**src/rtl/cmd_bus_tx.sv**
```systemverilog
`default_nettype none
// +--------------------------------------------------------------------------+
// | Module      : cmd_bus_tx                                                 |
// | Description : Serialises a command opcode into a sequence of 3-bit       |
// |               symbols on bus_c, each framed by one bus_clk strobe pulse  |
// |               with programmable setup, high, hold and gap times.         |
// | Revision    : 1.0 - initial release                                      |
// +--------------------------------------------------------------------------+
module cmd_bus_tx #(
   parameter int SETUP_CYC = 64,
   parameter int HIGH_CYC  = 64,
   parameter int HOLD_CYC  = 64,
   parameter int GAP_CYC   = 64
) (
   input  logic       clk,
   input  logic       rstn,
   input  logic       cmd_valid,
   input  logic [3:0] cmd_op,
   output logic       cmd_ready,
   output logic [2:0] bus_c,
   output logic       bus_clk,
   output logic       done,
   output logic       err
);

   // A zero-length phase would make the counter compare meaningless, so it becomes one cycle
   localparam int C_SETUP_EFF = (SETUP_CYC < 1) ? 1 : SETUP_CYC;
   localparam int C_HIGH_EFF  = (HIGH_CYC  < 1) ? 1 : HIGH_CYC;
   localparam int C_HOLD_EFF  = (HOLD_CYC  < 1) ? 1 : HOLD_CYC;
   localparam int C_GAP_EFF   = (GAP_CYC   < 1) ? 1 : GAP_CYC;
   localparam int C_MAX_AB    = (C_SETUP_EFF > C_HIGH_EFF) ? C_SETUP_EFF : C_HIGH_EFF;
   localparam int C_MAX_CD    = (C_HOLD_EFF  > C_GAP_EFF)  ? C_HOLD_EFF  : C_GAP_EFF;
   localparam int C_MAX_CYC   = (C_MAX_AB > C_MAX_CD) ? C_MAX_AB : C_MAX_CD;
   // The counter only ever holds 0 .. phase_length-1
   localparam int C_CNT_W     = (C_MAX_CYC > 1) ? $clog2(C_MAX_CYC) : 1;

   localparam logic [C_CNT_W-1:0] C_SETUP_LAST = C_CNT_W'(C_SETUP_EFF - 1);
   localparam logic [C_CNT_W-1:0] C_HIGH_LAST  = C_CNT_W'(C_HIGH_EFF  - 1);
   localparam logic [C_CNT_W-1:0] C_HOLD_LAST  = C_CNT_W'(C_HOLD_EFF  - 1);
   localparam logic [C_CNT_W-1:0] C_GAP_LAST   = C_CNT_W'(C_GAP_EFF   - 1);
   localparam logic [C_CNT_W-1:0] C_CNT_ONE    = C_CNT_W'(1);

   typedef enum logic [2:0] {
      ST_IDLE  = 3'd0,
      ST_SETUP = 3'd1,
      ST_HIGH  = 3'd2,
      ST_HOLD  = 3'd3,
      ST_GAP   = 3'd4
   } state_t;

   state_t               r_state, w_state_nxt;
   logic [C_CNT_W-1:0]   r_cnt,   w_cnt_nxt;
   logic [2:0]           r_idx,   w_idx_nxt;
   logic [3:0]           r_op,    w_op_nxt;
   logic [2:0]           r_bus_c, w_bus_c_nxt;
   logic                 r_bus_clk, w_bus_clk_nxt;
   logic                 r_done,  w_done_nxt;
   logic                 r_err,   w_err_nxt;
   logic                 w_op_ok;
   logic                 w_last_sym;

   // Number of symbols making up each opcode's command
   function automatic logic [2:0] sym_len(input logic [3:0] op);
      logic [2:0] n;
      n = 3'd1;
      case (op)
         4'd5:       n = 3'd2;
         4'd7, 4'd8: n = 3'd5;
         default:    n = 3'd1;
      endcase
      return n;
   endfunction

   // Symbol number idx of the command for opcode op
   function automatic logic [2:0] sym_at(input logic [3:0] op, input logic [2:0] idx);
      logic [2:0] s;
      s = 3'd0;
      case (op)
         4'd0, 4'd1, 4'd2, 4'd3, 4'd4, 4'd6: s = op[2:0];
         4'd5: s = (idx == 3'd0) ? 3'd5 : 3'd0;
         4'd7, 4'd8: begin
            case (idx)
               3'd0, 3'd2: s = 3'd7;
               3'd4:       s = (op == 4'd8) ? 3'd3 : 3'd1;
               default:    s = 3'd0;
            endcase
         end
         default: s = 3'd0;
      endcase
      return s;
   endfunction

   assign w_op_ok    = (cmd_op <= 4'd8);
   assign w_last_sym = (r_idx == (sym_len(r_op) - 3'd1));

   // Next-state and next-output decode; every output is registered below
   always_comb begin
      w_state_nxt   = r_state;
      w_cnt_nxt     = r_cnt;
      w_idx_nxt     = r_idx;
      w_op_nxt      = r_op;
      w_bus_c_nxt   = r_bus_c;
      w_bus_clk_nxt = r_bus_clk;
      w_done_nxt    = 1'b0;
      w_err_nxt     = 1'b0;
      case (r_state)
         ST_IDLE: begin
            if (cmd_valid) begin
               if (w_op_ok) begin
                  w_state_nxt   = ST_SETUP;
                  w_cnt_nxt     = '0;
                  w_idx_nxt     = 3'd0;
                  w_op_nxt      = cmd_op;
                  w_bus_c_nxt   = sym_at(cmd_op, 3'd0);
                  w_bus_clk_nxt = 1'b0;
               end else begin
                  w_err_nxt = 1'b1;
               end
            end
         end
         ST_SETUP: begin
            if (r_cnt == C_SETUP_LAST) begin
               w_state_nxt   = ST_HIGH;
               w_cnt_nxt     = '0;
               w_bus_clk_nxt = 1'b1;
            end else begin
               w_cnt_nxt = r_cnt + C_CNT_ONE;
            end
         end
         ST_HIGH: begin
            if (r_cnt == C_HIGH_LAST) begin
               w_state_nxt   = ST_HOLD;
               w_cnt_nxt     = '0;
               w_bus_clk_nxt = 1'b0;
            end else begin
               w_cnt_nxt = r_cnt + C_CNT_ONE;
            end
         end
         ST_HOLD: begin
            if (r_cnt == C_HOLD_LAST) begin
               w_state_nxt = ST_GAP;
               w_cnt_nxt   = '0;
               w_bus_c_nxt = 3'd0;
            end else begin
               w_cnt_nxt = r_cnt + C_CNT_ONE;
            end
         end
         ST_GAP: begin
            if (r_cnt == C_GAP_LAST) begin
               w_cnt_nxt = '0;
               if (w_last_sym) begin
                  w_state_nxt = ST_IDLE;
                  w_done_nxt  = 1'b1;
               end else begin
                  w_state_nxt = ST_SETUP;
                  w_idx_nxt   = r_idx + 3'd1;
                  w_bus_c_nxt = sym_at(r_op, r_idx + 3'd1);
               end
            end else begin
               w_cnt_nxt = r_cnt + C_CNT_ONE;
            end
         end
         default: begin
            w_state_nxt   = ST_IDLE;
            w_cnt_nxt     = '0;
            w_bus_c_nxt   = 3'd0;
            w_bus_clk_nxt = 1'b0;
         end
      endcase
   end

   // State register; reset aborts any command and drops the strobe at once
   always_ff @(posedge clk or negedge rstn) begin
      if (!rstn) begin
         r_state   <= ST_IDLE;
         r_cnt     <= '0;
         r_idx     <= 3'd0;
         r_op      <= 4'd0;
         r_bus_c   <= 3'd0;
         r_bus_clk <= 1'b0;
         r_done    <= 1'b0;
         r_err     <= 1'b0;
      end else begin
         r_state   <= w_state_nxt;
         r_cnt     <= w_cnt_nxt;
         r_idx     <= w_idx_nxt;
         r_op      <= w_op_nxt;
         r_bus_c   <= w_bus_c_nxt;
         r_bus_clk <= w_bus_clk_nxt;
         r_done    <= w_done_nxt;
         r_err     <= w_err_nxt;
      end
   end

   assign cmd_ready = (r_state == ST_IDLE);
   assign bus_c     = r_bus_c;
   assign bus_clk   = r_bus_clk;
   assign done      = r_done;
   assign err       = r_err;

endmodule
`default_nettype wire

```
**config.mk**
```make
export PLATFORM = sky130hd
export DESIGN_NAME = cmd_bus_tx
export DESIGN_NICKNAME = d
export VERILOG_FILES = /design/src/rtl/cmd_bus_tx.sv
export SDC_FILE = /design/constraint.sdc
export NUM_CORES = 1
export LEC_CHECK = 0
export CAP_MARGIN = 40
export CORE_ASPECT_RATIO = 1.1
export CORE_MARGIN = 3
export CORE_UTILIZATION = 45
export CTS_BUF_LIST = sky130_fd_sc_hd__clkbuf_8 sky130_fd_sc_hd__clkbuf_16
export CTS_CLUSTER_SIZE = 8
export DETAILED_ROUTE_END_ITERATION = 8
export PLACE_DENSITY = 0.76
export SETUP_SLACK_MARGIN = 0.1
export SLEW_MARGIN = 10
export SYNTH_ARGS = -nofsm -noshare
export SYNTH_HDL_FRONTEND = slang
export SYNTH_SLANG_ARGS = --single-unit
```
**constraint.sdc**
```tcl
create_clock -name clk -period 2.5 [get_ports clk]
set_input_delay 0.5 -clock clk [delete_from_list [all_inputs] [get_ports clk]]
set_output_delay 0.5 -clock clk [all_outputs]
set_load 0.03 [all_outputs]
```
==> results of run 1 <==
==> flip-flops by register name, summed over array words and instances (netlist names) <==
signal,flops
r_idx,3
r_op,4
r_cnt,6
done,1
err,1
r_state,3
bus_c,3
bus_clk,1
==> path summary, 6_finish.rpt <==
path / startpoint / endpoint / slack, ns
min in group asynchronous: rstn / r_op[1] / 0.57
worst min register to register: r_cnt[2] / r_cnt[2] / 0.53
worst min-delay path: r_cnt[2] / r_cnt[2] / 0.53
worst max register to register: r_op[1] / bus_c[2] / 0.28
max in group asynchronous: rstn / r_state[1] / 1.71
worst max-delay path: r_state[0] / cmd_ready / 0.27
==> power by group <==
group          leakage, nW  switching, mW  total, mW  internal, mW
logic                0.385          0.314      0.603         0.289
registers            0.292          0.138      0.583         0.445
clock network       0.0357          0.122      0.336         0.214
==> cell families after synthesis <==
kind of cell | count (synthesis)
and+or+nand+nor | 51
DFF | 22
AOI/OAI and AO/OA | 44
muxes | 3
xor gates and xnor gates | 7
adders and majority gates | 5
buffers and inverters | 14
==> synth_stat cells (2+ instances only) <==
master     n  area [sq um]
buf_2      2          10.0
a22o_1     2          17.5
a211oi_1   2          15.0
clkbuf_1   2          7.51
nand3_1    6          30.0
o21ai_0   19          95.1
nand2_1   16          60.1
xnor2_1    3          26.3
ha_1       5          62.6
nor2_1     7          26.3
nor2b_1    2          12.5
and3_1     4          25.0
o31ai_1    3          22.5
inv_1      9          33.8
mux2_2     3          33.8
xor2_1     4          35.0
dfrtp_1   22           551
a21oi_1    6          30.0
a21o_1     2          15.0
nor3_1     4          20.0
==> per-layer routing <==
layer | wire length [um] | GRT usage, % | vias to the layer above
met1 | 1280 | 20.9 | 541
met5 | 0 | 0 | -
met4 | 72 | 8.70 | 0
li1 | - | - | 563
met3 | 143 | 2.63 | 7
met2 | 1490 | 30.3 | 39
==> through the flow <==
stage / std cells / setup slack [ns] / power [mW] / utilization (%) / hold WS, ns
detailed placement: 191 / 0.186 / 1.16 / 54.5 / 0.510
global placement: 191 / 0.312 / 1.15 / 54.5 / 0.489
finish: 195 / 0.272 / 1.52 / 57.3 / 0.529
floorplan: 146 / 0.349 / 0.983 / - / 0.204
global route: 195 / 0.129 / 1.62 / 57.3 / 0.545
CTS: 195 / 0.225 / 1.51 / 57.0 / 0.520
==> worst max-delay path, stage by stage, from the launching register on <==
cell and delay (ns):
dfrtp_1 0.49, nor3_2 0.26, clkdlybuf4s50_1 0.71
==> area by class of cell <==
type	instances	share of cell area [%]
clock inverter	1	1.85
inverter	9	2.08
timing repair buffer	17	9.88
clock buffer	3	2.55
multi-input combinational	110	47.1
tap	33	2.55
sequential	22	34.0
==> what timing repair did <==
item	CTS	global route
setup endpoints to repair	0	3
gates resized for setup	0	1
buffers inserted	0	0
==> impl_metrics.ini, run 1 <==
[power]
ir_worst_vdd_v = 0.000664
leakage_nw = 0.713
p_per_area_mw_per_mm2 = 938

[layout]
final_cell_area_sq_mm = 0.00162
final_common_cell = dfrtp_1
fin_nets = 175
multi_input_area_sq_um = 764
drive_gt1_share_pct = 14.2
final_cell_mix = dfrtp_1, o21ai_0, nand2_1
regArea_sq_um = 551
synthToLayoutAreaGrowth_pct = 18.9
num_antenna_cells = 0
nFillCells = 249

[yosys]
synth_area_per_cell_sq_um = 9.34
yosys.area_share.simple_pct = 20.8
yosysWarnings = 0
synth_nets = 158
postSynthCellCount = 146
synth_compound_area_share_pct = 22.7
synth-xor-area-share_pct = 4.50
syn_area_sq_mm = 0.00136
synth-main-ff-cell = dfrtp_1
synth_cell_type_count = 43
synthAdderAreaFrac_pct = 4.59
muxShareOfSynthArea_pct = 2.48
ys_seq_area_share_pct = 40.4
synth_edf_count = 0
synth-async-reset-ratio_pct = 100
ys_ff_latch = 22
synth_top_family_by_area = compound AO/OA/AOI/OAI gates

[place]
place.detailed.hpwl_um = 2120
gp_congestion = 0.835
dpl_cell_area_sq_mm = 0.00154
port_buffers = 13

[timing]
fin_tns_setup_ns = 0
fin_skew_ns = 0.00152
hold_violations = 0
rsz0062_at_grt = no
worstMarginPinSlew_ns = 0.648
max_clock_freq_mhz = 449
setup-violations-final = 0
slew_headroom_pct = 56.5
post-route-period-util_pct = 89.1
fin_crit_ns = 2.23
timing.final.max_slew_violations = 0

[floorplan]
die_h_um = 63.7
rows = 20
coreArea_sq_mm = 0.00283
die_area_sq_mm = 0.00373
die_w_um = 58.5
initial_core_util_pct = 48.2
ios = 14

[route]
drtIter0Drc = 64
drt_pass1_iterations = 4
drc = 0
dr_total_vias = 1150
wirelength_um = 2980
ant_nets = 0
wire_per_inst_um = 15.3
routed_via_density = 5.90

[clock_network]
cts_buffer_depth = 2
tritoncts = yes
cts.htree.levels = 1
hold_buffers = 0
clk_latency_ns = 0.27
cts_buffers = 3
ctsRootBufferMaster = clkbuf_8
cts.sinks = 22
clk_pin_slew_worst_paths_ns = 0.08

[global_route]
antenna_found_initial = 0
grt_pass1_vias = 1151
gr-usage-all-layers_pct = 17.6
gr-total-overflow = 0
grt_pass1_wl_um = 5110
grt_start_max_net_pins = 23

[worst_setup_path]
crit_type = reg -> out
worstRegToRegCells = 5
path_max_fanout = 9
arrival_ns = 1.73
required_ns = 2.00
cp-start-kind = flop
cp-end-kind = output pin

[min_path]
whs_path_depth = 1
hold_class = reg -> reg

[outcome]
status = finished, final reports clean

[run]
drv_cap = 0
(Power assumes the default switching activity.)
==> run 2: changes to the inputs <==
--- a/config.mk
+++ b/config.mk
@@ -8,11 +8,11 @@
 export CAP_MARGIN = 40
 export CORE_ASPECT_RATIO = 1.1
 export CORE_MARGIN = 3
-export CORE_UTILIZATION = 45
+export CORE_UTILIZATION = 25
 export CTS_BUF_LIST = sky130_fd_sc_hd__clkbuf_8 sky130_fd_sc_hd__clkbuf_16
-export CTS_CLUSTER_SIZE = 8
+export CTS_CLUSTER_SIZE = 30
 export DETAILED_ROUTE_END_ITERATION = 8
-export PLACE_DENSITY = 0.76
+export PLACE_DENSITY = 0.52
 export SETUP_SLACK_MARGIN = 0.1
 export SLEW_MARGIN = 10
 export SYNTH_ARGS = -nofsm -noshare
==> run 2 against run 1 <==
Combinational power is 2% lower. Final area increased by 1.5%. Clock skew hardly changed. Power fell by 9.0%. Clock power fell by 34%. Via count is 3.7% lower. Critical path type unchanged.
==> impl_metrics.ini, run 2 (synthesis gave the netlist of run 1 again) <==
[layout]
top_register = r_cnt
final_cell_mix = dfrtp_1, o21ai_0, nand2_1
final_cell_area_sq_mm = 0.00165
synthToLayoutAreaGrowth_pct = 20.7
fin_nets = 177
drive_gt1_share_pct = 14.7
largest_register_ffs = 6
final_common_cell = dfrtp_1
reg_top3 = r_cnt: 6 flops, r_op: 4 flops
nFillCells = 586
num_antenna_cells = 0
stdcell_count = 235

[clock_network]
hold_buffers = 0
cts.sinks = 22
cts.htree.levels = 1
cts_buffer_depth = 2
cts-resized-gates = 0
post-cts-setup-buffer-count = 0
clk_latency_ns = 0.26
tritoncts = yes
clk_pin_slew_worst_paths_ns = 0.08
ctsRootBufferMaster = clkbuf_8
cts_buffers = 3

[worst_setup_path]
rrSetupSlack_ns = 0.31
crit_type = reg -> out
path_max_fanout = 9
required_ns = 2.00
cp-start-kind = flop
cp-end-kind = output pin
arrival_ns = 1.76

[global_route]
gr-usage-all-layers_pct = 9.87
grt_start_max_net_pins = 23
grt_pass1_vias = 1080
antenna_found_initial = 0
grt_pass1_wl_um = 5170
gr-total-overflow = 0
grt-busiest-layer = met2
grtUsageMet1_pct = 13.1
met2_usage_pct = 16.5
met3_usage_pct = 1.40

[route]
drc = 0
ant_nets = 0
dr_total_vias = 1108
wirelength_um = 3010
routed_via_density = 4.71
drt_pass1_iterations = 4
wire_per_inst_um = 12.8
drtIter0Drc = 30

[timing]
fin_tns_setup_ns = 0
fin_crit_ns = 2.26
fin_skew_ns = 0.00148
slew_headroom_pct = 54.7
max_clock_freq_mhz = 443
rsz0062_at_grt = no
worst_slack_ns = 0.240
worstMarginPinSlew_ns = 0.674
hold_violations = 0
setup-violations-final = 0
timing.final.max_slew_violations = 0
whs_ns = 0.510
post-route-period-util_pct = 90.4

[floorplan]
rows = 27
ios = 14
die_w_um = 76.4
coreArea_sq_mm = 0.00513
initial_core_util_pct = 26.6
die_h_um = 83.5
die_area_sq_mm = 0.00638

[outcome]
status = finished, final reports clean

[place]
place_inst = 232
port_buffers = 13
gp_congestion = 0.779
dpl_cell_area_sq_mm = 0.00161
dpl_worst_slack_ns = 0.256
place.detailed.hpwl_um = 2270

[power]
leakage_nw = 0.704
p_per_area_mw_per_mm2 = 841
ir_worst_vdd_v = 0.000549

[min_path]
hold_class = reg -> reg

[run]
drv_cap = 0
-- run 2: cell count changes in the layout (fill, tap and decap cells not counted), sizes merged --
cell / delta
buf: +2
bufinv: -1
-- run 2: power by group --
part	switching (mW)	leakage, nW	internal (mW)
registers	0.125	0.292	0.445
logic	0.310	0.390	0.281
clock network	0.115	0.0216	0.108
total	0.551	0.704	0.834
-- run 2: routing by layer --
metal  vias up  routed length, um
met5         -                  0
li1        563                  -
met3         4                 66
met2        14               1460
met4         0                 23
met1       527               1460
-- run 2: stage by stage --
stage / util, % / power [mW]
floorplan: - / 0.983
global placement: 31.3 / 1.18
detailed placement: 31.3 / 1.17
CTS: 32.1 / 1.40
global route: 32.1 / 1.49
finish: 32.1 / 1.38
-- run 2: final timing paths --
kind | startpoint | to | depth (start not counted)
min | r_cnt[2] | r_cnt[2] | 1
max reg2reg | r_op[1] | bus_c[2] | 5
min in group asynchronous | rstn | r_cnt[4] | 2
max | r_state[0] | cmd_ready | 2
max in group asynchronous | rstn | r_op[3] | 2
min reg2reg | r_cnt[2] | r_cnt[2] | 1
-- run 2: final cells by class --
| type | count | area, sq um | share of cell area (%) |
|---|---|---|---|
| Inverter | 9 | 33.8 | 2.05 |
| Multi-Input combinational cell | 110 | 756 | 45.9 |
| Tap cell | 72 | 90.1 | 5.47 |
| Sequential cell | 22 | 551 | 33.4 |
| Clock buffer | 3 | 41.3 | 2.51 |
| Timing Repair Buffer | 19 | 175 | 10.6 |
-- run 2: critical path: stages (launching register included) --
cell             delay [ns]
dfrtp_1                0.49
nor3_2                 0.29
clkdlybuf4s50_1        0.72
==> run 3: changes to the inputs <==
--- a/config.mk
+++ b/config.mk
@@ -5,14 +5,13 @@
 export SDC_FILE = /design/constraint.sdc
 export NUM_CORES = 1
 export LEC_CHECK = 0
-export CAP_MARGIN = 40
 export CORE_ASPECT_RATIO = 1.1
 export CORE_MARGIN = 3
-export CORE_UTILIZATION = 25
+export CORE_UTILIZATION = 53
 export CTS_BUF_LIST = sky130_fd_sc_hd__clkbuf_8 sky130_fd_sc_hd__clkbuf_16
 export CTS_CLUSTER_SIZE = 30
 export DETAILED_ROUTE_END_ITERATION = 8
-export PLACE_DENSITY = 0.52
+export PLACE_DENSITY = 0.85
 export SETUP_SLACK_MARGIN = 0.1
 export SLEW_MARGIN = 10
 export SYNTH_ARGS = -nofsm -noshare
==> run 3 against run 2 <==
Worst hold slack improved by 0.0076 ns. Power increased by 7.4%. Flip-flop and latch count unchanged.
==> impl_metrics.ini, run 3 (synthesis gave the netlist of run 1 again) <==
[layout]
num_antenna_cells = 0
synthToLayoutAreaGrowth_pct = 16.9
final_cell_mix = dfrtp_1, o21ai_0, nand2_1
top_register = r_cnt
multi_input_area_sq_um = 756
final_common_cell = dfrtp_1
drive_gt1_share_pct = 13.1
fin_nets = 173
largest_register_ffs = 6
reg_top3 = r_cnt: 6 flops, r_op: 4 flops
nFillCells = 179
regArea_sq_um = 551

[route]
drt-met1-wl_um = 1260
dr_total_vias = 1150
drt_pass1_iterations = 4
routed_via_density = 6.05
top_layer = met4
wl_met3_um = 119
ant_nets = 0
drc = 0
wire_per_inst_um = 14.7
wirelength_um = 2790
drtIter0Drc = 48
wl_met2_um = 1270

[global_route]
grt_pass1_vias = 1086
gr-usage-all-layers_pct = 20.1
antenna_found_initial = 0
gr-total-overflow = 0
grt_start_max_net_pins = 23
grt_pass1_wl_um = 4660

[floorplan]
rows = 18
die_h_um = 59.2
coreArea_sq_mm = 0.00234
initial_core_util_pct = 58.2
die_area_sq_mm = 0.00322
ios = 14
die_w_um = 54.4

[power]
internal-power_uw = 929
p_clk_share_pct = 22.4
power_mw = 1.49
leakage_nw = 0.698
net-switching-power_uw = 557
ir_worst_vdd_v = 0.000775
switching_share_pct = 37.5
combPwrFrac_pct = 39.0
power.share.sequential_pct = 38.6
p_per_area_mw_per_mm2 = 932

[place]
place.detailed.hpwl_um = 2010
port_buffers = 13
gp_congestion = 0.818

[clock_network]
post-cts-setup-buffer-count = 0
cts.sinks = 22
clk_latency_ns = 0.27
cts_buffer_depth = 2
hold_buffers = 0
tritoncts = yes
cts.htree.levels = 1
ctsRootBufferMaster = clkbuf_8
cts_buffers = 3
cts-resized-gates = 0
clk_pin_slew_worst_paths_ns = 0.08

[worst_setup_path]
worstReg2RegEnd = bus_c[1]
cp-endpoint = bus_c[1]
startpoint = r_op[1]
required_ns = 2.65
timing.rr.start = r_op[1]
cp-start-kind = flop
rrSetupSlack_ns = 0.25
worstRegToRegCells = 5
path_max_fanout = 11
crit_type = reg -> reg
arrival_ns = 2.40
cp-end-kind = flop

[min_path]
hold_class = reg -> reg

[run]
drv_cap = 0

[timing]
fin_skew_ns = 0.00352
max_clock_freq_mhz = 445
timing.final.max_slew_violations = 0
slew_headroom_pct = 56.5
hold_violations = 0
post-route-period-util_pct = 89.9
rsz0062_at_grt = no
setup-violations-final = 0
fin_crit_ns = 2.25
worstMarginPinSlew_ns = 0.647
fin_tns_setup_ns = 0

[outcome]
status = finished, final reports clean
==> run 3: routing by layer <==
metal,vias up,track usage [%]
li1,558,-
met1,542,26.2
met2,37,29.6
met3,13,2.52
met5,-,0
met4,0,15.7
==> run 3: how the worst min path moves through the flow <==
| stage | from | endpoint | slack [ns] | depth (start not counted) |
|---|---|---|---|---|
| final | r_cnt[2] | r_cnt[2] | 0.52 | 1 |
| after global routing | bus_c[1] | bus_c[1] | 0.55 | 1 |
| after detailed placement | r_cnt[2] | r_cnt[2] | 0.50 | 1 |
| after global placement | r_cnt[2] | r_cnt[2] | 0.49 | 1 |
| after floorplan | rstn | bus_c[0] | 0.20 | 0 |
| after CTS | r_cnt[2] | r_cnt[2] | 0.51 | 1 |
==> run 3: layout make-up <==
class | count | share of cell area (%)
inverters | 9 | 2.12
clock inverters | 1 | 1.88
multi-input cells | 110 | 47.4
repair buffers | 15 | 9.11
flip-flops and latches | 22 | 34.5
well taps | 30 | 2.35
clock buffers | 3 | 2.59
==> run 3: power groups by stage <==
stage / Sequential [mW] / Clock, mW / Combinational, mW
3_3_place_gp: 0.569 / 0 / 0.557
3_5_place_dp: 0.575 / 0 / 0.579
6_report: 0.574 / 0.333 / 0.579
2_1_floorplan: 0.562 / 0 / 0.420
4_1_cts: 0.572 / 0.337 / 0.582
5_1_grt: 0.590 / 0.355 / 0.639
==> run 3: per-stage QoR <==
stage | utilization (%) | hold slack, ns | setup slack [ns] | cells | cell area, sq um
floorplan | - | 0.204 | 0.349 | 146 | 1370
global placement | 65.0 | 0.494 | 0.0961 | 186 | 1520
detailed placement | 65.0 | 0.502 | 0.00526 | 186 | 1520
CTS | 68.1 | 0.509 | 0.242 | 190 | 1590
global route | 68.1 | 0.550 | 0.112 | 190 | 1590
finish | 68.1 | 0.517 | 0.252 | 190 | 1590
==> run 3: worst max-delay path: stages, from the launching register on <==
cell       delay, ns
dfrtp_1         0.50
nor4b_2         0.45
o21ai_0         0.27
a2111oi_4       0.50
a41oi_2         0.10
mux2_2          0.31
